**src/rtl/motor_ramp_pkg.sv**
```systemverilog
// rtl/motor_ramp_pkg.sv - shared state encoding and timer mode constants for the motor ramp controller
package motor_ramp_pkg;

    localparam logic [1:0] ST_IDLE   = 2'd0;
    localparam logic [1:0] ST_ACCEL  = 2'd1;
    localparam logic [1:0] ST_CRUISE = 2'd2;
    localparam logic [1:0] ST_DECEL  = 2'd3;

    // Timer control encodings, shared with the timer-side integration.
    localparam logic [1:0] MODE_OFF = 2'b00;
    localparam logic [1:0] MODE_PWM = 2'b10;

endpackage

```
**src/rtl/motor_ramp_ctrl_tick_gen.sv**
```systemverilog
// rtl/motor_ramp_ctrl_tick_gen.sv - ramp tick divider, one tick every div+1 enabled cycles
module ramp_tick_gen #(
    parameter int W = 32
) (
    input  logic         clk,
    input  logic         reset,
    input  logic         clear,
    input  logic         en,
    input  logic [W-1:0] div,
    output logic         tick
);

    logic [W-1:0] count_q, count_d;

    // A clear always wins, so a tick can never coincide with a restart of the period.
    assign tick = en && !clear && (count_q == div);

    always_comb begin
        count_d = count_q;
        if (clear) begin
            count_d = '0;
        end else if (en) begin
            count_d = tick ? '0 : count_q + 1'b1;
        end
    end

    always_ff @(posedge clk or posedge reset) begin
        if (reset) begin
            count_q <= '0;
        end else begin
            count_q <= count_d;
        end
    end

endmodule

```
**src/rtl/motor_ramp_ctrl.sv**
```systemverilog
// rtl/motor_ramp_ctrl.sv - soft-start/soft-stop PWM compare profile generator with emergency stop
module motor_ramp_ctrl
    import motor_ramp_pkg::*;
#(
    parameter int W = 32
) (
    input  logic         clk,
    input  logic         reset,
    input  logic         start,
    input  logic         stop,
    input  logic         estop,
    input  logic [W-1:0] target_duty,
    input  logic [W-1:0] step,
    input  logic [W-1:0] ramp_div,
    output logic [W-1:0] compare,
    output logic [1:0]   control,
    output logic         busy,
    output logic         done,
    output logic         aborted
);

    logic [1:0]   state_q, state_d;
    logic [W-1:0] compare_q, compare_d;
    logic [1:0]   control_q, control_d;
    logic         busy_q, busy_d;
    logic         done_q, done_d;
    logic         aborted_q, aborted_d;
    logic [W-1:0] target_l_q, target_l_d;
    logic [W-1:0] step_l_q, step_l_d;
    logic [W-1:0] div_l_q, div_l_d;

    logic         tick;
    logic         div_clear;
    logic         div_en;
    logic         start_ok;
    logic [W:0]   sum_wide;
    logic         sum_reaches_target;

    assign div_en   = (state_q == ST_ACCEL) || (state_q == ST_DECEL);
    assign start_ok = start && !stop && !estop
                      && (target_duty != '0) && (step != '0);

    // One extra bit keeps compare+step from wrapping near the top of the range.
    assign sum_wide           = {1'b0, compare_q} + {1'b0, step_l_q};
    assign sum_reaches_target = (sum_wide >= {1'b0, target_l_q});

    ramp_tick_gen #(
        .W (W)
    ) u_tick_gen (
        .clk   (clk),
        .reset (reset),
        .clear (div_clear),
        .en    (div_en),
        .div   (div_l_q),
        .tick  (tick)
    );

    always_comb begin
        state_d    = state_q;
        compare_d  = compare_q;
        control_d  = control_q;
        done_d     = 1'b0;
        aborted_d  = 1'b0;
        target_l_d = target_l_q;
        step_l_d   = step_l_q;
        div_l_d    = div_l_q;
        div_clear  = 1'b0;

        if (state_q == ST_IDLE) begin
            if (start_ok) begin
                target_l_d = target_duty;
                step_l_d   = step;
                div_l_d    = ramp_div;
                div_clear  = 1'b1;
                compare_d  = '0;
                control_d  = MODE_PWM;
                state_d    = ST_ACCEL;
            end
        end else if (estop) begin
            compare_d = '0;
            control_d = MODE_OFF;
            aborted_d = 1'b1;
            state_d   = ST_IDLE;
        end else if (stop && (state_q != ST_DECEL)) begin
            div_clear = 1'b1;
            state_d   = ST_DECEL;
        end else if (tick && (state_q == ST_ACCEL)) begin
            if (sum_reaches_target) begin
                compare_d = target_l_q;
                state_d   = ST_CRUISE;
            end else begin
                compare_d = sum_wide[W-1:0];
            end
        end else if (tick && (state_q == ST_DECEL)) begin
            if (compare_q > step_l_q) begin
                compare_d = compare_q - step_l_q;
            end else begin
                compare_d = '0;
                control_d = MODE_OFF;
                done_d    = 1'b1;
                state_d   = ST_IDLE;
            end
        end

        busy_d = (state_d != ST_IDLE);
    end

    always_ff @(posedge clk or posedge reset) begin
        if (reset) begin
            state_q    <= ST_IDLE;
            compare_q  <= '0;
            control_q  <= MODE_OFF;
            busy_q     <= 1'b0;
            done_q     <= 1'b0;
            aborted_q  <= 1'b0;
            target_l_q <= '0;
            step_l_q   <= '0;
            div_l_q    <= '0;
        end else begin
            state_q    <= state_d;
            compare_q  <= compare_d;
            control_q  <= control_d;
            busy_q     <= busy_d;
            done_q     <= done_d;
            aborted_q  <= aborted_d;
            target_l_q <= target_l_d;
            step_l_q   <= step_l_d;
            div_l_q    <= div_l_d;
        end
    end

    assign compare = compare_q;
    assign control = control_q;
    assign busy    = busy_q;
    assign done    = done_q;
    assign aborted = aborted_q;

endmodule
```
**config.mk**
```make
export PLATFORM = sky130hd
export DESIGN_NAME = motor_ramp_ctrl
export DESIGN_NICKNAME = d
export VERILOG_FILES = /design/src/rtl/motor_ramp_pkg.sv /design/src/rtl/motor_ramp_ctrl_tick_gen.sv /design/src/rtl/motor_ramp_ctrl.sv
export SDC_FILE = /design/constraint.sdc
export NUM_CORES = 1
export LEC_CHECK = 0
export ABC_CLOCK_PERIOD_IN_PS = 6900
export BUFFER_PORTS_ARGS = -buffer_cell sky130_fd_sc_hd__buf_2
export CAP_MARGIN = 20
export CORE_MARGIN = 4
export CORE_UTILIZATION = 25
export DETAILED_ROUTE_END_ITERATION = 7
export PLACE_DENSITY = 0.38
export SLEW_MARGIN = 20
export SYNTH_ARGS = -nofsm -noshare
export SYNTH_HDL_FRONTEND = slang
export SYNTH_SLANG_ARGS = --single-unit
export TNS_END_PERCENT = 30
```
**constraint.sdc**
```tcl
create_clock -name clk -period 6.9 [get_ports clk]
set_input_delay 0.69 -clock clk [delete_from_list [all_inputs] [get_ports clk]]
set_output_delay 0.69 -clock clk [all_outputs]
set_load 0.02 [all_outputs]
```
==> summary.txt <==
Worst setup path
  – Max stage delay on crit path: 830 ps
  – Reg-to-reg endpoint: compare[16]$_DFFE_PP0P_
  – Worst R2R Path Depth: 18
  – WP data arrival: 6840 ps
  – Crit end category: flop
  – Req. time, crit path: roughly 7300 ps
  – CP endpoint: compare[16]$_DFFE_PP0P_
  – Worst-path fanout max: 11
  – CP startpoint kind: flop
  – Reg-to-reg startpoint: compare[1]$_DFFE_PP0P_
  – Critical Path Start: compare[1]$_DFFE_PP0P_
  – Slowest stage cell, crit path: nor4_1
  – CP cell instances: inv_1 -> fa_1 -> o21ba_2 -> or4_1 -> a31oi_1 -> o21ba_2 -> a21boi_0 -> o21ai_0 -> xnor2_1 -> ha_1 -> nand4_1 -> nor4_1 -> o41ai_1 -> a21boi_0 -> or3_1 -> nor2_1 -> a221oi_1 -> a22o_1
  – R2r setup slk: 490 ps
  – WS Path Type: reg2reg

Timing
  – Fin Setup TNS: 0 ps
  – Clk_skew: approximately 12 ps
  – Fin worst setup slack: 491.7 ps
  – Max Freq: 156.0 MHz
  – RSZ-0062 raised after global routing: false
  – Setup violators final: 0
  – Worst slew margin: 0.3253
  – Crit share post-route: 0.9287
  – Hold Vio Cnt, Final: 0
  – Period minus WS final: 6408 ps
  – Worst-Margin Slew: about 1000 ps
  – Slew Viols, Final: 0

Logic synthesis
  – Cell area after synthesis: 12100 um2
  – Ys async rst share: 1.000
  – Count leader, synth: nand2_1
  – Top_reg_cell synth: dfrtp_1
  – Top cells by count, synth: 240 x nand2_1, 166 x dfrtp_1, 143 x o21ai_0
  – Syn avg cell area: 8.080 um2
  – Cell taking the most area after synthesis: dfrtp_1
  – Yosys warnings: 0
  – Sequential area share after synthesis: 0.3432
  – Number of synthesized flops with an enable pin: 0
  – Yosys reg bits: 166
  – Synth area leaders: dfrtp_1 34%, ha_1 10%, nand2_1 7.4%, o21ai_0 5.9%, xnor2_1 5.5%
  – Cells after Synth: 1498
  – Top cell type's share of synthesized area: 0.3432
  – Post-synth cell types: 79
  – Syn_nets: roughly 1700

Clocking
  – Clk slew on worst S/H paths: 70 ps
  – Root Driver: clkbuf_16
  – TritonCTS Sinks: between 150 and 200
  – CTS tree: yes
  – Post-CTS Setup Repair Bufs: 0
  – Total CTS buffers: 17
  – # H-tree levels: 4
  – Clk buf depth: 2
  – CTS Hold Buffers Added: 0
  – Skew-Pair Late Insertion Delay: 500 ps
  – PostCTS Resize Cnt: 0

Power
  – Pwr Density: slightly below 300 nW/um2
  – Static leakage: 6.320 nW
  – Peak supply drop: ~0.00017 V

Place
  – RePlAce Congestion: 0.8471
  – Pre-CTS WS: 529.9 ps
  – DPL Wire Length: about 34000 um
  – Port bufs: 136
  – DP Area: 13350 um2

Floorplan
  – I/O pin total: 138
  – FP Rows: 80
  – Die width: between 200 and 250 um
  – Starting density of the core: 0.2530
  – Core area: roughly 48000 um2
  – Die Span Y: 228.0 um
  – Die Footprint: around 52000 um2

GRT
  – M2 GR Usage: 0.2826
  – First-pass GRT wire length: 69410 um
  – Total track usage: 0.1734
  – Routing usage on met3: 0.02408
  – M1 GR Usage: 0.2377
  – Global route overflow: 0
  – Antenna violations before repair: 0
  – Largest net degree at the start of global routing: 90
  – Most used routing layer: met2
  – Number of global-route vias before repair: 11230

Outcome
  – Outcome: finished, final reports clean

Worst hold path
  – Worst Hold Class: in2async

Routing
  – # DRC: 0
  – Post-DR wirelength/cell: a little over 20 um
  – Via count: 11050
  – Post-Route WL: 44820 um
  – Via/cell ratio: between 4 and 5
  – DRT Pass-1 Iters: 5
  – First DRT Iteration DRCs: between 700 and 800
  – Antenna-violating nets left: 0

Cells and area
  – Syn-to-layout area delta: 15.23%
  – Final core utilization: 0.2915
  – Ant diodes: 0
  – Layout Nets: 1785
  – Non-Filler Cell Area, Final: roughly 14000 um2
  – Layout cells sized above 1: 0.1327

Flow run
  – Maxcap violations: 0
-- per-layer routing --
layer	part of all wire	wire (um)	vias to the layer above
met3	0.036	1619	36
met4	0.020	889	0
li1	-	-	5466
met2	0.47	21040	246
met1	0.47	21270	5297
met5	0	0	-
-- kinds of logic after synthesis --
logic type / Yosys count / share of synthesized area
AO/OA/AOI/OAI: 435 / 0.2257
XOR/XNOR: 87 / 0.06357
adder cells (fa/ha/maj): 99 / 0.1036
buffers and inverters: 189 / 0.06202
flip-flops: 166 / 0.3432
multiplexers: 3 / 0.002688
other: 1 / 0.0003098
AND/OR/NAND/NOR: 518 / 0.1990
-- layout make-up --
cell class,instances,area (um2)
flip-flops and latches,166,4154
well taps,615,769.5
inverters,107,406.6
clock inverters,12,140.1
multi-input cells,1143,7222
clock buffers,20,456.7
repair buffers,150,798.3
fillers,5230,33900
-- flip-flops by register name, indices dropped and copies added, names as in the netlist --
signal,count
compare,32
div_l_q,32
step_l_q,32
target_l_q,32
u_tick_gen.count_q,32
state_q,2
aborted,1
busy,1
control,1
done,1
-- stage by stage --
stage | instances | total power, mW | hold WS (ps)
floorplan | 1498 | 2.540 | 465.3
global placement | 2181 | 3.103 | 485.0
detailed placement | 2181 | 3.100 | 483.8
CTS | 2213 | 4.175 | 337.4
global route | 2213 | 4.440 | 364.4
finish | 2213 | 4.113 | 322.3
-- worst max-delay path, delay by kind of cell, from the launching register on --
kind,cells,cell delay (ps)
compound gates,9,2670
simple gates,5,2110
fa+ha+maj,2,830
flops,1,460
xor+xnor,1,180
buf+inv,1,100
-- where the power goes --
group	switching (mW)	internal, mW
Clock	0.476	0.558
Combinational	1.15	0.603
Sequential	0.138	1.19
Total	1.77	2.35
-- how the worst min path moves through the flow --
stage	startpoint	to	cells past startpoint
after floorplan	u_tick_gen.count_q[31]$_DFFE_PP0P_	u_tick_gen.count_q[31]$_DFFE_PP0P_	1
after global placement	div_l_q[11]$_DFFE_PP0P_	div_l_q[11]$_DFFE_PP0P_	2
after detailed placement	div_l_q[17]$_DFFE_PP0P_	div_l_q[17]$_DFFE_PP0P_	2
after CTS	ramp_div[18]	div_l_q[18]$_DFFE_PP0P_	3
after global routing	ramp_div[29]	div_l_q[29]$_DFFE_PP0P_	3
final	reset	u_tick_gen.count_q[25]$_DFFE_PP0P_	2
-- cell usage in the layout (no fill, tap or decap), types with 13 or more instances in the layout --
master / n
inv_1: 105
buf_4: 13
nand4_1: 30
nor2_1: 89
dfrtp_1: 166
xnor2_1: 76
a21oi_1: 97
nor4_1: 32
a21o_1: 16
buf_2: 136
o31ai_1: 29
clkbuf_16: 17
o211ai_1: 23
nor3_1: 15
a31oi_1: 22
ha_1: 97
nand3_1: 38
nor2b_1: 16
nand2_1: 240
o21ai_0: 143
Power figures use the tool's default switching activity.
